**config.mk**
```make
export PLATFORM = sky130hd
export DESIGN_NAME = matrix_op_arbiter_flat
export DESIGN_NICKNAME = d
export VERILOG_FILES = /design/src/rtl/matrix_op_arbiter_if.sv /design/src/rtl/matrix_op_arbiter.sv /design/src/flat_wrapper.sv
export SDC_FILE = /design/constraint.sdc
export NUM_CORES = 1
export LEC_CHECK = 0
export CAP_MARGIN = 20
export CORE_UTILIZATION = 51
export CTS_BUF_LIST = sky130_fd_sc_hd__clkbuf_16
export CTS_CLUSTER_DIAMETER = 80
export DETAILED_ROUTE_END_ITERATION = 10
export PLACE_DENSITY_LB_ADDON = 0.2
export SLEW_MARGIN = 10
export SYNTH_ARGS = -nofsm -noshare
export SYNTH_HDL_FRONTEND = slang
export SYNTH_SLANG_ARGS = --single-unit
```
**constraint.sdc**
```tcl
create_clock -name clk -period 3.1 [get_ports clk]
set_input_delay 0.93 -clock clk [delete_from_list [all_inputs] [get_ports clk]]
set_output_delay 0.93 -clock clk [all_outputs]
set_load 0.005 [all_outputs]
```
**src/rtl/matrix_op_arbiter_if.sv**
```systemverilog
// Requester, engine and status signals of the matrix-op arbiter, bundled for port use.
// slave = arbiter side; master = requesters plus engine side.
interface matrix_op_arbiter_if #(
  parameter int OP_W = 2
);
  logic [1:0]      req;
  logic [OP_W-1:0] op0;
  logic [OP_W-1:0] op1;
  logic [1:0]      ack;
  logic [1:0]      err;
  logic            eng_clr_n;
  logic            eng_start;
  logic [OP_W-1:0] eng_op;
  logic            eng_sel;
  logic            eng_done;
  logic            busy;
  logic [15:0]     done_cnt;
  logic [7:0]      err_cnt;

  modport slave (
    input  req, op0, op1, eng_done,
    output ack, err, eng_clr_n, eng_start, eng_op, eng_sel, busy, done_cnt, err_cnt
  );

  modport master (
    output req, op0, op1, eng_done,
    input  ack, err, eng_clr_n, eng_start, eng_op, eng_sel, busy, done_cnt, err_cnt
  );
endinterface

```
**src/rtl/matrix_op_arbiter.sv**
```systemverilog
// Round-robin arbiter for two requesters sharing one matrix engine: clear, start, wait for done or timeout, respond.
// Latency: clear T+1, start T+2, ack one cycle after done/timeout; requests are held until ack, nothing is queued.
module matrix_op_arbiter #(
  parameter int OP_W           = 2,
  parameter int TIMEOUT_CYCLES = 64
) (
  input logic                clk,
  input logic                rst_n,
  matrix_op_arbiter_if.slave bus
);
  localparam logic [2:0] S_IDLE  = 3'd0;
  localparam logic [2:0] S_CLR   = 3'd1;
  localparam logic [2:0] S_START = 3'd2;
  localparam logic [2:0] S_WAIT  = 3'd3;
  localparam logic [2:0] S_RESP  = 3'd4;

  localparam logic [7:0] TMO_LAST = 8'(TIMEOUT_CYCLES);

  logic [2:0]      state;
  logic [2:0]      state_nxt;
  logic            grant;
  logic            last_grant;
  logic            pick;
  logic            timed_out;
  logic            rst_done;
  logic            tmo_hit;
  logic [OP_W-1:0] op_q;
  logic [7:0]      tmo_cnt;
  logic [15:0]     done_cnt;
  logic [7:0]      err_cnt;
  logic [1:0]      resp_ack;

  // On contention the requester not served last wins; a lone requester always wins.
  assign pick    = (bus.req == 2'b11) ? ~last_grant : bus.req[1];
  assign tmo_hit = (tmo_cnt == TMO_LAST);

  always_comb begin
    state_nxt = state;
    case (state)
      S_IDLE:  if (|bus.req) state_nxt = S_CLR;
      S_CLR:   state_nxt = S_START;
      S_START: state_nxt = S_WAIT;
      S_WAIT:  if (bus.eng_done || tmo_hit) state_nxt = S_RESP;
      S_RESP:  state_nxt = S_IDLE;
      default: state_nxt = S_IDLE;
    endcase
  end

  always_ff @(posedge clk) begin
    if (!rst_n) begin
      state      <= S_IDLE;
      grant      <= 1'b0;
      last_grant <= 1'b1;
      op_q       <= '0;
      tmo_cnt    <= '0;
      timed_out  <= 1'b0;
      rst_done   <= 1'b0;
      done_cnt   <= '0;
      err_cnt    <= '0;
    end else begin
      rst_done <= 1'b1;
      state    <= state_nxt;
      case (state)
        S_IDLE: begin
          if (|bus.req) begin
            grant <= pick;
            op_q  <= pick ? bus.op1 : bus.op0;
          end
        end
        S_START: begin
          tmo_cnt   <= '0;
          timed_out <= 1'b0;
        end
        S_WAIT: begin
          // Done takes precedence over a timeout landing in the same cycle.
          if (bus.eng_done || tmo_hit) begin
            last_grant <= grant;
            timed_out  <= ~bus.eng_done;
          end else begin
            tmo_cnt <= tmo_cnt + 8'd1;
          end
        end
        S_RESP: begin
          if (timed_out) begin
            if (err_cnt != 8'hFF) err_cnt <= err_cnt + 8'd1;
          end else begin
            if (done_cnt != 16'hFFFF) done_cnt <= done_cnt + 16'd1;
          end
        end
        default: ;
      endcase
    end
  end

  assign resp_ack = (state == S_RESP) ? {grant, ~grant} : 2'b00;

  // Clear is held during reset and released on the first clock out of reset.
  assign bus.eng_clr_n = rst_done & (state != S_CLR);
  assign bus.eng_start = (state == S_START);
  assign bus.eng_op    = op_q;
  assign bus.eng_sel   = grant;
  assign bus.busy      = (state != S_IDLE);
  assign bus.ack       = resp_ack;
  assign bus.err       = timed_out ? resp_ack : 2'b00;
  assign bus.done_cnt  = done_cnt;
  assign bus.err_cnt   = err_cnt;
endmodule

```
**src/flat_wrapper.sv**
```systemverilog
// flat-port wrapper written by rule: the top's interface ports become plain ports
module matrix_op_arbiter_flat 
#(
  parameter int OP_W           = 2,
  parameter int TIMEOUT_CYCLES = 64
)
  (clk, rst_n, bus_req, bus_op0, bus_op1, bus_eng_done, bus_ack, bus_err, bus_eng_clr_n, bus_eng_start, bus_eng_op, bus_eng_sel, bus_busy, bus_done_cnt, bus_err_cnt);
  matrix_op_arbiter_if #(.OP_W(OP_W)) bus_i ();
  input logic clk;
  input logic rst_n;
  input wire logic [$bits(bus_i.req)-1:0] bus_req;
  input wire logic [$bits(bus_i.op0)-1:0] bus_op0;
  input wire logic [$bits(bus_i.op1)-1:0] bus_op1;
  input wire logic [$bits(bus_i.eng_done)-1:0] bus_eng_done;
  output wire logic [$bits(bus_i.ack)-1:0] bus_ack;
  output wire logic [$bits(bus_i.err)-1:0] bus_err;
  output wire logic [$bits(bus_i.eng_clr_n)-1:0] bus_eng_clr_n;
  output wire logic [$bits(bus_i.eng_start)-1:0] bus_eng_start;
  output wire logic [$bits(bus_i.eng_op)-1:0] bus_eng_op;
  output wire logic [$bits(bus_i.eng_sel)-1:0] bus_eng_sel;
  output wire logic [$bits(bus_i.busy)-1:0] bus_busy;
  output wire logic [$bits(bus_i.done_cnt)-1:0] bus_done_cnt;
  output wire logic [$bits(bus_i.err_cnt)-1:0] bus_err_cnt;
  assign bus_i.req = bus_req;
  assign bus_i.op0 = bus_op0;
  assign bus_i.op1 = bus_op1;
  assign bus_i.eng_done = bus_eng_done;
  assign bus_ack = bus_i.ack;
  assign bus_err = bus_i.err;
  assign bus_eng_clr_n = bus_i.eng_clr_n;
  assign bus_eng_start = bus_i.eng_start;
  assign bus_eng_op = bus_i.eng_op;
  assign bus_eng_sel = bus_i.eng_sel;
  assign bus_busy = bus_i.busy;
  assign bus_done_cnt = bus_i.done_cnt;
  assign bus_err_cnt = bus_i.err_cnt;
  matrix_op_arbiter #(.OP_W(OP_W), .TIMEOUT_CYCLES(TIMEOUT_CYCLES)) u_core (.clk(clk), .rst_n(rst_n), .bus(bus_i));
endmodule
```
After elaboration in Yosys (flattened, before gate mapping)
Cells that the tools add are included.
- register bits: 41
- logic and storage cells: 53
- output and inout port bits: 34
- bits of input ports: 9
- bitwise operators: 5
- equal/unequal tests: 12
- add/subtract/negate cells: 3
- muxes and demuxes: 12
- reduce and logical (&&, ||, !) cells: 12
- operator list (operator ; count):
    adder 16 x 1 -> 16 bit, second input constant ; 1
    adder 8 x 1 -> 8 bit, second input constant ; 2
    inequality test 16 bit, second input constant ; 1
    one-hot mux 8 bit (2 select lines) ; 1
    one-hot mux 3 bit (4 select lines) ; 1
    AND reduction 2 bit ; 5
    equality test 8 x 7 -> 1 bit, second input constant ; 1
    2-to-1 mux 8 bit ; 1
    inequality test 8 bit, second input constant ; 1
    equality test 3 x 2 -> 1 bit, second input constant ; 2
    2-to-1 mux 2 bit ; 3
    2-to-1 mux 3 bit ; 2
    AND reduction 3 bit ; 2
    inequality test 2 x 1 -> 1 bit, second input constant ; 2
    NOT 1 bit ; 4
    equality test 3 x 1 -> 1 bit, second input constant ; 1
    equality test 3 bit, second input constant ; 1
    logical NOT 3 bit ; 1
    2-to-1 mux 1 bit ; 3
    inequality test 3 x 1 -> 1 bit, second input constant ; 1
    nonzero test 3 bit ; 1
    equality test 2 bit, second input constant ; 1
    inequality test 2 bit, second input constant ; 1
    one-hot mux 1 bit (2 select lines) ; 1
    4 further kinds ; 4

Depth between registers and ports, before layout
- depth in word-level cells: 4
- mapped depth: 7
- depth with buffers taken out: 6

Worst setup path after synthesis
Ideal clock, no wire load.
- kind: flip-flop to flip-flop
- start point: register u_core.state[0]
- end point: register u_core.done_cnt[9] (netlist: u_core.bus.done_cnt[9])
- path buffers: 3
- data required time: 3.030 ns
- clock period less this slack: 2.162 ns
- arrival: 2.091 ns
- slack: 0.938 ns
- cell stages (with the launch flop): 8
- library setup time: 0.070 ns
- path through: dfxtp_1 buf_6 or4b_1 buf_2 or4_1 clkbuf_2 or3_1 a21oi_1
- word-level cells in the longest chain between the ends: 2
- RTL lines (what ; line ; text):
    start: declaration ; matrix_op_arbiter.sv:19 ; logic [2:0] state;
    start signal: assignment ; matrix_op_arbiter.sv:62 ; state <= state_nxt;
    equality test 3 bit ; matrix_op_arbiter.sv:63 ; case (state)
    AND reduction 3 bit (no source line) ; - ;
    end signal: assignment ; matrix_op_arbiter.sv:87 ; if (done_cnt != 16'hFFFF) done_cnt <= done_cnt + 16'd1;
    end: declaration ; matrix_op_arbiter.sv:29 ; logic [15:0] done_cnt;
No other way between the ends.
A chain may end at the register's enable or synchronous reset.

Worst setup path in the final report
- start point: register u_core.state[1]
- end point: output bus_eng_start
- word-level cells in the longest chain between the ends: 1
- RTL lines (what ; line ; text):
    equality test 3 x 2 -> 1 bit ; matrix_op_arbiter.sv:99 ; assign bus.eng_start = (state == S_START);
    end: declaration ; flat_wrapper.sv:18 ; output wire logic [$bits(bus_i.eng_start)-1:0] bus_eng_start;
No other way between the ends.

==> reports/qor.yml <==
status:
  status: "finished clean"
global_routing:
  grt_pass1_vias: 1994
  overflow: 0
  grt_pass1_wl_mm: 8.680
  antenna_found_initial: 0
  grt_start_max_net_pins: 21
  grtUsageTotal: 0.2566
critical_path:
  required_ps: 2170
  worst-r2r-setup-slack_ps: 710
  critPathMaxFanout: 12
  r2r_start: "u_core.state[0]$_SDFFE_PN0P_"
  path_cells: "nand2b_1 > nor2_1 > clkdlybuf4s50_1"
  cpMaxStageDelayCell: "clkdlybuf4s50_1"
  rr_worst_depth: 4
  arrival_ps: 1880
  cp-start-kind: "register"
  crit_path_max_incr_delay_ps: 560
  r2r-end: "u_core.bus.done_cnt[9]$_SDFFE_PN0P_"
  crit_start: "u_core.state[1]$_SDFFE_PN0P_"
  crit_path_end_kind: "primary output"
  worstSetupPathType: "register to primary output"
floorplanning:
  io-pin-count: 43
  fp-row-count: 23
  die_h_um: 66.49
  fp.dieW_um: 66.49
  core-area_um2: 4000
  start_util: 0.5302
  die_area_um2: 4420
synth:
  synth_cell_type_count: 48
  async_flop_share: 0
  syn_area_per_cell_um2: 8.064
  synth_nets: 276
  yosysWarnings: 0
  ys_seq_area_frac: 0.3870
  netlist_instances: 263
  synth_ff_type: "dfxtp_1"
  synth-seq-cells: 41
  synth_edf_count: 0
  syn_area_um2: 2121
power_and_ir_drop:
  clock_power_share: 0.509
  peakVddDrop_mv: 0.4674
  leakagePower_nw: 0.8822
  power_density_nw_per_um2: 474.4
  pwr-share-seq: 0.421
  p_comb_frac: 0.070
  internal-power_w: 0.001044
  swShare: 0.2054
  p_sw_w: 0.0002697
sta:
  tightest_slew_ps: 845.0
  layout_min_cycle_time_ps: 2805
  final_max_slew_viol_count: 0
  relSlewSlack: 0.4287
  rsz0062_at_grt: "false"
  setup_violations: 0
  fmax_mhz: 356.4
  clock_skew_ps: 8.426
  finalSetupTns_ps: 0
  timing.final.hold_violations: 0
  period_share: 0.9050
drt:
  via_per_inst: 5.980
  wl_per_cell_um: 14.39
  ant_nets: 0
  dr.pass1.iters: 4
  num_vias: 2099
  wl_mm: 5.052
  drc: 0
  drtIter0Drc: 176
job:
  drv_cap: 0
clock_network:
  cts.clk_slew.worst_paths_ps: 60
  cts-root-buf: "clkbuf_16"
  cts_hold_buf: 0
  clock-sinks: 41
  cts_htree_levels: 2
  cts_tree: "built"
  cts_resized: 0
  clkLatencyLatePin_ps: 290
  numCtsBuffers: 5
  post_cts_buffers: 0
  cts_buffer_depth: 2
hold_path:
  whs_path_depth: 2
  min-delay-start: "u_core.tmo_cnt[4]$_SDFFE_PN0P_"
  hp-class: "register to register"
  hold_end: "u_core.tmo_cnt[4]$_SDFFE_PN0P_"
placement:
  placed_area_um2: 2579
  place_hpwl_mm: 3.371
  io_buffers: 42
  gp_congestion: 0.8744
finish:
  synthToLayoutAreaGrowth_pct: 30.56
  fin_nets: 313
  drive_above_1_share: 0.04651
  nFillCells: 344
  antenna_cells: 0
  design_area_um2: 2769
worst max-delay path by stage:
| stage | to | slack, ps |
|---|---|---|
| after detailed placement | bus_eng_start | 630 |
| final | bus_eng_start | 290 |
| after global placement | bus_eng_start | 690 |
| after floorplan | u_core.bus.done_cnt[9]$_SDFFE_PN0P_ | 940 |
| after CTS | bus_eng_start | 320 |
| after global routing | bus_eng_start | 190 |
registers in the layout, indices dropped and copies added, names as in the netlist, 2 cells and up:
| register | cells |
|---|---|
| u_core.bus.done_cnt | 16 |
| u_core.bus.err_cnt | 8 |
| u_core.tmo_cnt | 8 |
| u_core.state | 3 |
| u_core.bus.eng_op | 2 |
critical path: cells and delay by family, from the launching register on:
kind | cells | cell delay [ps]
buf+inv | 1 | 560
flops | 1 | 530
simple gates | 2 | 510
synth_stat cells (2+ instances only):
master | number | share of area
dfxtp_1 | 41 | 0.39
a21oi_1 | 23 | 0.054
nand2_1 | 19 | 0.034
nor2_1 | 19 | 0.034
nand3_1 | 18 | 0.042
o21ai_0 | 15 | 0.035
inv_1 | 12 | 0.021
clkbuf_1 | 11 | 0.019
nor3_1 | 11 | 0.026
nand4_1 | 10 | 0.029
or3_1 | 10 | 0.029
o31ai_1 | 8 | 0.028
or4_1 | 7 | 0.025
nand2b_1 | 5 | 0.015
ha_1 | 4 | 0.024
mux2i_1 | 4 | 0.019
a211oi_1 | 3 | 0.011
nand3b_1 | 3 | 0.011
a2111oi_0 | 2 | 0.0083
a21boi_0 | 2 | 0.0071
a21o_1 | 2 | 0.0071
and4_1 | 2 | 0.0083
nand4b_1 | 2 | 0.0083
nor2b_1 | 2 | 0.0059
nor4_1 | 2 | 0.0059
o21bai_1 | 2 | 0.0071
o311a_1 | 2 | 0.0094
o311ai_0 | 2 | 0.0083
kinds of logic after synthesis:
logic type | count (synthesis) | synth area share
AND/OR/NAND/NOR | 116 | 0.2985
AO/OA/AOI/OAI | 68 | 0.2059
flip-flops | 41 | 0.3870
buffers and inverters | 27 | 0.05250
multiplexers | 5 | 0.02419
adder cells (fa/ha/maj) | 4 | 0.02360
XOR/XNOR | 2 | 0.008261
power by group through the flow:
stage / Sequential, W / Combinational (W) / Clock (W)
CTS: 0.000552 / 0.0000924 / 0.000675
finish: 0.000553 / 0.0000919 / 0.000669
detailed placement: 0.000564 / 0.0000910 / 0
global placement: 0.000563 / 0.0000906 / 0
floorplan: 0.000555 / 0.0000604 / 0
global route: 0.000554 / 0.000102 / 0.000699
stage by stage:
| stage | total power [W] | cells | setup WS [ps] | hold WS [ps] | util |
|---|---|---|---|---|---|
| 2_1_floorplan | 0.0006150 | 263 | 938.1 | 456.3 | - |
| 3_3_place_gp | 0.0006540 | 343 | 690.9 | 483.9 | 0.6447 |
| 3_5_place_dp | 0.0006546 | 343 | 634.9 | 484.9 | 0.6447 |
| 4_1_cts | 0.001320 | 351 | 324.0 | 493.9 | 0.6922 |
| 5_1_grt | 0.001356 | 351 | 191.0 | 519.4 | 0.6922 |
| 6_report | 0.001314 | 351 | 294.5 | 493.9 | 0.6922 |
layer usage:
layer	up-vias	track usage	share of wire
met5	-	0	0
met4	0	0.06915	0.0069
met3	4	0.06849	0.062
met2	73	0.4515	0.48
met1	966	0.3047	0.45
li1	1056	-	-
final cells by class:
class / instances / area [µm²] / share of cell area
Clock buffer: 5 / 125.1 / 0.04519
Inverter: 12 / 45.04 / 0.01627
Tap cell: 50 / 62.56 / 0.02259
Sequential cell: 41 / 820.8 / 0.2964
Timing Repair Buffer: 45 / 455.4 / 0.1645
Multi-Input combinational cell: 195 / 1195 / 0.4315
Clock inverter: 3 / 65.06 / 0.02350
placed cells by master, fill, tap and decap left out, types with 3 or more instances in the layout:
| cell type | instances |
|---|---|
| a211oi_1 | 3 |
| nand3b_1 | 3 |
| clkdlybuf4s50_1 | 42 |
| clkbuf_16 | 5 |
| o31ai_1 | 8 |
| nand2_1 | 19 |
| nand3_1 | 18 |
| ha_1 | 4 |
| dfxtp_1 | 41 |
| nor3_1 | 11 |
| mux2i_1 | 4 |
| nand2b_1 | 5 |
| or3_1 | 10 |
| a21oi_1 | 23 |
| o21ai_0 | 15 |
| or4_1 | 7 |
| nor2_1 | 19 |
| nand4_1 | 10 |
| inv_1 | 12 |
No activity file was read; power rests on OpenSTA's default activity.
